### config.mk
export PLATFORM = sky130hd
export DESIGN_NAME = fifo_param
export DESIGN_NICKNAME = d
export VERILOG_FILES = /design/src/rtl/fifo_param.sv
export SDC_FILE = /design/constraint.sdc
export NUM_CORES = 1
export LEC_CHECK = 0
export ABC_AREA = 1
export CAP_MARGIN = 25
export CORE_ASPECT_RATIO = 0.6
export CORE_MARGIN = 2
export CORE_UTILIZATION = 63
export DETAILED_ROUTE_END_ITERATION = 12
export DONT_BUFFER_PORTS = 1
export PLACE_DENSITY = 0.82
export SYNTH_ARGS = -nofsm -noshare
export SYNTH_HDL_FRONTEND = slang
export SYNTH_SLANG_ARGS = --single-unit
### constraint.sdc
create_clock -name clk -period 4.15 [get_ports clk]
set_clock_uncertainty 0.2 [all_clocks]
set_input_delay 0.6225 -clock clk [delete_from_list [all_inputs] [get_ports clk]]
set_output_delay 0.6225 -clock clk [all_outputs]
set_load 0.01 [all_outputs]
### src/rtl/fifo_param.sv
// Parametrised single-clock FIFO with registered read data, occupancy and status flags.
// Latency: one cycle from request to ack/err/d_out; flags decode registered data_count.
// Backpressure: no stall; writes when full and reads when empty are rejected with wr_err/rd_err.
module fifo_param #(
    parameter int DATA_WIDTH = 32,
    parameter int ADDR_WIDTH = 3,
    parameter int AF_LEVEL   = 6,
    parameter int AE_LEVEL   = 2
) (
    input  logic                  clk,
    input  logic                  reset_n,
    input  logic                  wr_en,
    input  logic                  rd_en,
    input  logic [DATA_WIDTH-1:0] d_in,
    output logic [DATA_WIDTH-1:0] d_out,
    output logic [ADDR_WIDTH:0]   data_count,
    output logic                  full,
    output logic                  empty,
    output logic                  almost_full,
    output logic                  almost_empty,
    output logic                  wr_ack,
    output logic                  wr_err,
    output logic                  rd_ack,
    output logic                  rd_err,
    output logic [2:0]            state
);

    localparam int DEPTH = 2 ** ADDR_WIDTH;
    localparam logic [ADDR_WIDTH:0] DEPTH_C = {1'b1, {ADDR_WIDTH{1'b0}}};
    localparam logic [ADDR_WIDTH:0] AF_C    = (ADDR_WIDTH + 1)'(AF_LEVEL);
    localparam logic [ADDR_WIDTH:0] AE_C    = (ADDR_WIDTH + 1)'(AE_LEVEL);

    typedef enum logic [2:0] {
        ST_INIT     = 3'b000,
        ST_NO_OP    = 3'b001,
        ST_WRITE    = 3'b010,
        ST_READ     = 3'b011,
        ST_WR_ERROR = 3'b100,
        ST_RD_ERROR = 3'b101,
        ST_RW       = 3'b110,
        ST_UNUSED   = 3'b111
    } state_e;

    logic [DATA_WIDTH-1:0] mem [DEPTH];

    state_e                state_q, state_d;
    logic [ADDR_WIDTH:0]   count_q, count_d;
    logic [ADDR_WIDTH-1:0] wr_ptr_q, wr_ptr_d;
    logic [ADDR_WIDTH-1:0] rd_ptr_q, rd_ptr_d;
    logic [DATA_WIDTH-1:0] d_out_q;
    logic                  wr_ack_q, wr_ack_d;
    logic                  wr_err_q, wr_err_d;
    logic                  rd_ack_q, rd_ack_d;
    logic                  rd_err_q, rd_err_d;
    logic                  do_wr, do_rd;
    logic                  full_w, empty_w;

    // Status flags are pure decodes of the registered count, so they never glitch on inputs.
    always_comb begin
        full_w       = (count_q == DEPTH_C);
        empty_w      = (count_q == '0);
        full         = full_w;
        empty        = empty_w;
        almost_full  = (count_q >= AF_C);
        almost_empty = (count_q <= AE_C);
    end

    // Decide this edge's operation from the requests and current occupancy only.
    always_comb begin
        state_d  = ST_NO_OP;
        do_wr    = 1'b0;
        do_rd    = 1'b0;
        wr_ack_d = 1'b0;
        wr_err_d = 1'b0;
        rd_ack_d = 1'b0;
        rd_err_d = 1'b0;
        case ({wr_en, rd_en})
            2'b10: begin
                if (full_w) begin
                    state_d  = ST_WR_ERROR;
                    wr_err_d = 1'b1;
                end else begin
                    state_d  = ST_WRITE;
                    do_wr    = 1'b1;
                    wr_ack_d = 1'b1;
                end
            end
            2'b01: begin
                if (empty_w) begin
                    state_d  = ST_RD_ERROR;
                    rd_err_d = 1'b1;
                end else begin
                    state_d  = ST_READ;
                    do_rd    = 1'b1;
                    rd_ack_d = 1'b1;
                end
            end
            2'b11: begin
                // Empty: nothing to read, so the write goes ahead alone.
                // Otherwise (even when full) the read frees the slot being written.
                do_wr    = 1'b1;
                wr_ack_d = 1'b1;
                if (empty_w) begin
                    state_d  = ST_WRITE;
                    rd_err_d = 1'b1;
                end else begin
                    state_d  = ST_RW;
                    do_rd    = 1'b1;
                    rd_ack_d = 1'b1;
                end
            end
            default: state_d = ST_NO_OP;
        endcase
    end

    // Pointer and occupancy next-state; pointers wrap naturally at DEPTH.
    always_comb begin
        wr_ptr_d = do_wr ? wr_ptr_q + 1'b1 : wr_ptr_q;
        rd_ptr_d = do_rd ? rd_ptr_q + 1'b1 : rd_ptr_q;
        count_d  = count_q;
        if (do_wr && !do_rd) begin
            count_d = count_q + 1'b1;
        end else if (do_rd && !do_wr) begin
            count_d = count_q - 1'b1;
        end
    end

    // Control and output registers; reset clears everything except storage.
    always_ff @(posedge clk or negedge reset_n) begin
        if (!reset_n) begin
            state_q  <= ST_INIT;
            count_q  <= '0;
            wr_ptr_q <= '0;
            rd_ptr_q <= '0;
            d_out_q  <= '0;
            wr_ack_q <= 1'b0;
            wr_err_q <= 1'b0;
            rd_ack_q <= 1'b0;
            rd_err_q <= 1'b0;
        end else begin
            state_q  <= state_d;
            count_q  <= count_d;
            wr_ptr_q <= wr_ptr_d;
            rd_ptr_q <= rd_ptr_d;
            wr_ack_q <= wr_ack_d;
            wr_err_q <= wr_err_d;
            rd_ack_q <= rd_ack_d;
            rd_err_q <= rd_err_d;
            // Reads sample the pre-edge array, so a same-slot write never bypasses.
            if (do_rd) begin
                d_out_q <= mem[rd_ptr_q];
            end
        end
    end

    // Storage array, not reset; stale words are unreachable once pointers clear.
    always_ff @(posedge clk) begin
        if (do_wr && reset_n) begin
            mem[wr_ptr_q] <= d_in;
        end
    end

    assign d_out      = d_out_q;
    assign data_count = count_q;
    assign wr_ack     = wr_ack_q;
    assign wr_err     = wr_err_q;
    assign rd_ack     = rd_ack_q;
    assign rd_err     = rd_err_q;
    assign state      = state_q;

endmodule

==> results.py, run 1 <==
metrics = {
    "status": {
        "status": "finished, final reports clean",
    },
    "setup_path": {
        "worstPathArrival_ns": 3.23,
        "cpMostUsedCell": "nand2_1",
        "crit_family": "simple AND/OR/NAND/NOR gates",
        "cpPeakStageDelay_ns": 0.81,
        "r2r-end": "mem[6][0]",
        "r2r_setup_slack_ns": 0.97,
        "reg2reg_depth": 7,
        "crit_slowest_cell": "nor2_4",
        "critical_path_peak_fanout": 26,
        "worstSetupStartpointType": "register",
        "critPathKind": "register to register",
        "cp.required_ns": 4.20,
        "cp-end-kind": "register",
        "worst-path-buf-inv": 2,
        "crit_chain": "nor2_1 > nand4_1 > nand2_1 > inv_1 > nand2_1 > nor2_4 > buf_4",
        "rr_startpoint": "data_count[0]",
    },
    "routing": {
        "routed_wirelength_um": 28670,
        "wire_per_inst_um": 18.69,
        "routed_via_density": 5.563,
        "ant_nets": 0,
        "drt-initial-drc-count": 807,
        "drcViolationCount": 0,
        "first_pass_iters": 6,
        "vias": 8534,
    },
    "die": {
        "die_w_um": 187.9,
        "core_area_um2": 19970,
        "initial_core_util_pct": 64.03,
        "rows": 40,
        "die-area_um2": 21490,
        "die_h_um": 114.4,
        "ios": 83,
    },
    "clock_tree": {
        "post_cts_resized": 0,
        "cts_tree": "yes",
        "h-tree-depth": 1,
        "root_buffer": "clkbuf_16",
        "clkTransAtPathRegs_ns": 0.06,
        "cts_inserted_buffers": 27,
        "clock_latency_ns": 0.54,
        "clock_sinks": 305,
        "clockBufferDepth": 3,
    },
    "synth": {
        "ys_seq_area_share_pct": 69.71,
        "netlist.top_cell.by_area": "edfxtp_1",
        "synthTopCellsByArea": "edfxtp_1 (60%), nand2_1 (12%), dfrtp_1 (9.6%)",
        "synth_area_um2": 12790,
        "ys_warn_count": 0,
        "synth_top_area_share_pct": 60.12,
        "ys_types": 25,
        "ys_seq_elements": 305,
        "syn_area_per_cell_um2": 10.52,
        "syn_nets": 1257,
        "synthesis.instances": 1215,
    },
    "layout": {
        "fin_nets": 1283,
        "fin_cells": 1534,
        "fill_cells": 1350,
        "diodes": 0,
        "finalInstanceArea_um2": 14230,
        "syn2layout_area_growth_pct": 11.32,
        "final_common_cell": "nand2_1",
        "layout_common_cells": "nand2_1 (412), edfxtp_1 (256), inv_1 (206)",
        "layout-drive-gt1-share_pct": 5.630,
    },
    "power_and_ir_drop": {
        "power_frac_seq_pct": 44.4,
        "power.density_nw_per_um2": 638.9,
        "power.total_mw": 9.094,
        "switching_share_pct": 36.15,
        "pwr-share-comb_pct": 29.7,
        "vdd_ir_drop_max_uv": 435.4,
        "clkPwrFrac_pct": 26.0,
        "intPower_mw": 5.806,
        "leakage_nw": 6.212,
        "power_switching_mw": 3.288,
    },
    "sta": {
        "final.setup.tns_ns": 0,
        "fin_crit_sh_pct": 76.75,
        "fin_crit_ns": 3.185,
        "rsz0062_at_grt": "false",
        "finalSetupViolations": 0,
        "fmax_mhz": 314.0,
        "hold_viol": 0,
        "tightest_slew_ns": 1.003,
        "holdWs_ns": 0.03727,
        "slew_violations": 0,
        "max_slew_margin_pct": 32.78,
    },
    "placed_design": {
        "dpl_cell_area_um2": 13050,
        "io_buffer_count": 0,
        "gp_congestion": 0.7941,
        "dp.cells": 1450,
        "dp_hpwl_um": 15390,
    },
    "global_route": {
        "track_usage_pct": 27.43,
        "grt.busiest_layer": "met2",
        "grt_use_met1_pct": 38.40,
        "grt_pass1_wl_um": 45280,
        "grt_pass1_vias": 8454,
        "grt_overflow": 0,
        "met2_usage_pct": 44.22,
        "antenna_found_initial": 0,
        "met3_usage_pct": 5.179,
        "grt_max_degree": 68,
    },
    "hold_path": {
        "min_to": "rd_err",
        "holdCritPathClass": "input port to register",
        "min_path_cells": 2,
        "hold_start": "rd_en",
    },
    "run": {
        "drv_cap": 0,
    },
}
[layout make-up]
| class | count | area [um2] | share of cell area (%) |
|---|---|---|---|
| clock buffer | 45 | 793.3 | 5.573 |
| clock inverter | 4 | 20.02 | 0.1406 |
| inverter | 209 | 788.3 | 5.538 |
| multi-input combinational | 645 | 2831 | 19.89 |
| sequential | 305 | 8919 | 62.66 |
| tap | 273 | 341.6 | 2.400 |
| timing repair buffer | 53 | 540.5 | 3.797 |
[stage by stage]
| step | util [%] | setup WS (ns) |
|---|---|---|
| floorplan | - | 0.3231 |
| global placement | 65.26 | 1.146 |
| detailed placement | 65.36 | 0.9998 |
| CTS | 71.28 | 0.9869 |
| global route | 71.28 | 0.8148 |
| finish | 71.28 | 0.9650 |
[worst max path at each step]
stage | from | to | slack [ns] | depth (start not counted)
after floorplan | rd_en | mem[1][0] | 0.32 | 5
after global placement | rd_en | mem[0][1] | 1.15 | 6
after detailed placement | data_count[0] | mem[6][0] | 1.0 | 7
after CTS | data_count[0] | mem[6][0] | 0.99 | 7
after global routing | data_count[0] | mem[6][0] | 0.81 | 7
final | data_count[0] | mem[6][0] | 0.97 | 7
[sequential cells by signal (all words and copies together) (netlist names)]
register    count
d_out          32
data_count      4
mem           256
rd_ack          1
rd_err          1
rd_ptr_q        3
state           3
wr_ack          1
wr_err          1
wr_ptr_q        3
[power by group through the flow]
stage                     clock network [mW]  registers (mW)  logic [mW]
after floorplan                            0            4.03        1.97
after global placement                     0            4.08        2.47
after detailed placement                   0            4.09        2.56
after CTS                               2.38            4.03        2.67
after global routing                    2.50            4.07        3.01
final                                   2.36            4.03        2.70
[Yosys cell counts (all sizes together)]
library cell,n
edfxtp,256
fa,1
nor3,4
xnor2,3
ha,5
dfrtp,49
xor2,2
a21oi,1
nand3,196
nand4,1
o21ai,5
nor2,11
nand2,414
nor4,1
buf,51
clkbuf,5
inv,209
or2,1
[per-layer routing]
layer  routed length [um]  vias to the layer above
li1                     -                     3953
met1                11690                     4098
met2                13530                      417
met3                 2737                       66
met4                  723                        0
met5                    0                        -
[repair_timing]
action                    4_1_cts  5_1_grt
hold buffers                   35        0
buffers inserted                0        0
hold endpoints to repair      306        0
[kinds of logic after synthesis]
kind of cell	count (synthesis)	share of synthesized area, %
XOR/XNOR	5	0.3426
AND/OR/NAND/NOR	628	20.53
flip-flops	305	69.71
AO/OA/AOI/OAI	6	0.2348
adder cells (fa/ha/maj)	6	0.6459
buffers and inverters	265	8.533
Note: power is estimated with default switching activity, not from simulation.
==> run 2, diff against run 1 <==
==> constraint.sdc (replaced) <==
create_clock -name clk -period 3.2 [get_ports clk]
set_clock_uncertainty 0.2 [all_clocks]
set_input_delay 0.48 -clock clk [delete_from_list [all_inputs] [get_ports clk]]
set_output_delay 0.48 -clock clk [all_outputs]
set_load 0.01 [all_outputs]
==> run 2 against run 1 <==
Combinational power is 29% higher. Sequential share of layout area about the same. Maximum frequency up 26%. Core utilization is essentially flat. Clock power increased by 28%. Die area is the same. Flip-flop and latch count stayed put. Global-route usage shrank 0.86 points. Cell area is essentially flat. Critical endpoint is now data_count[3]. Largest cell class unchanged. Largest power group unchanged.
==> results.py, run 2 (synthesized netlist as in run 1, its figures left out) <==
metrics = {
    "status": {
        "status": "finished, final reports clean",
    },
    "hold_path": {
        "hold_start": "rd_en",
        "holdCritPathClass": "input port to register",
        "min_to": "data_count[0]",
        "min_path_cells": 3,
    },
    "setup_path": {
        "rr_startpoint": "data_count[0]",
        "r2r-end": "data_count[3]",
        "critPathKind": "register to register",
        "worstSetupStartpointType": "register",
        "critical_path_peak_fanout": 7,
        "reg2reg_depth": 13,
        "cp.required_ns": 3.47,
        "worstPathArrival_ns": 2.80,
        "cp-end-kind": "register",
        "cp-startpoint": "data_count[0]",
        "r2r_setup_slack_ns": 0.67,
    },
    "sta": {
        "finalSetupViolations": 0,
        "setup_ws_ns": 0.6736,
        "holdWs_ns": 0.1390,
        "slew_violations": 0,
        "final.setup.tns_ns": 0,
        "max_slew_margin_pct": 42.03,
        "rsz0062_at_grt": "false",
        "fin_crit_sh_pct": 78.95,
        "tightest_slew_ns": 0.8695,
        "fmax_mhz": 395.8,
        "hold_viol": 0,
        "fin_crit_ns": 2.526,
    },
    "global_route": {
        "antenna_found_initial": 0,
        "track_usage_pct": 26.58,
        "grt_max_degree": 130,
        "grt_pass1_wl_um": 44100,
        "grt_pass1_vias": 8330,
        "grt_overflow": 0,
    },
    "routing": {
        "vias": 8444,
        "ant_nets": 0,
        "routed_wirelength_um": 27890,
        "drt-initial-drc-count": 830,
        "first_pass_iters": 5,
        "drcViolationCount": 0,
        "wire_per_inst_um": 18.16,
        "routed_via_density": 5.497,
    },
    "layout": {
        "largest_reg_flops": 256,
        "regMostFlops": "mem",
        "fin_nets": 1284,
        "fin_util_pct": 71.24,
        "final_common_cell": "nand2_1",
        "layout_common_cells": "nand2_1 (412), edfxtp_1 (256), inv_1 (206)",
        "syn2layout_area_growth_pct": 11.26,
        "layout-drive-gt1-share_pct": 5.468,
    },
    "clock_tree": {
        "h-tree-depth": 1,
        "post_cts_resized": 0,
        "cts_hold_buf": 36,
        "clock_latency_ns": 0.54,
        "clock_sinks": 305,
        "cts_inserted_buffers": 27,
        "clkTransAtPathRegs_ns": 0.06,
        "root_buffer": "clkbuf_16",
        "cts_tree": "yes",
        "post-cts-setup-buffer-count": 0,
        "clockBufferDepth": 3,
    },
    "die": {
        "ios": 83,
        "die_h_um": 114.4,
        "die-area_um2": 21490,
        "die_w_um": 187.9,
        "initial_core_util_pct": 64.03,
        "rows": 40,
        "core_area_um2": 19970,
    },
    "power_and_ir_drop": {
        "leakage_nw": 6.207,
        "vdd_ir_drop_max_uv": 509.5,
        "power.density_nw_per_um2": 824.6,
    },
    "run": {
        "drv_cap": 0,
    },
    "placed_design": {
        "post-place-ws_ns": 0.7083,
        "gp_congestion": 0.7504,
        "dp_hpwl_um": 14180,
        "io_buffer_count": 0,
    },
}
-- run 2: how the worst max path moves through the flow --
stage and endpoint:
6_report data_count[3], 5_1_grt data_count[3], 4_1_cts data_count[3], 3_5_place_dp data_count[3], 3_3_place_gp data_count[3], 2_1_floorplan mem[1][0]
-- run 2: worst max-delay path, stage by stage (launching register included) --
cell and delay (ns):
dfrtp_1 0.50, nor2_1 0.22, nand4_1 0.13, nand2_1 0.10, inv_1 0.08, ha_1 0.22, inv_1 0.13, ha_1 0.27
or2_2 0.32, nand2_1 0.08, nand3_1 0.06, nand2_1 0.06, nand2_1 0.04, nand2_1 0.05
-- run 2: per-stage QoR --
stage	cell area [um2]	instances	total power, mW
finish	14230	1536	11.73
global route	14220	1535	12.36
CTS	14220	1535	11.74
detailed placement	13040	1450	8.644
global placement	13040	1450	8.528
floorplan	12790	1215	7.776
-- run 2: area by class of cell --
cell class	count	area, um2
multi-input combinational	645	2831
clock inverter	4	22.52
inverter	209	788.3
clock buffer	45	783.3
tap	273	341.6
timing repair buffer	54	538.0
sequential	305	8919
antenna	1	2.502
fill	1358	5743
-- run 2: power by group --
group / switching [mW] / total, mW / internal [mW]
Sequential: 0.420 / 5.24 / 4.82
Combinational: 2.43 / 3.47 / 1.04
Clock: 1.36 / 3.03 / 1.66
-- run 2: metal layers --
layer | vias to the layer above | global-route usage (%) | wire (um)
met1 | 4017 | 37.73 | 11880
met4 | 0 | 8.241 | 659
met5 | - | 0 | 0
li1 | 3956 | - | -
met2 | 399 | 42.67 | 12870
met3 | 72 | 4.995 | 2477
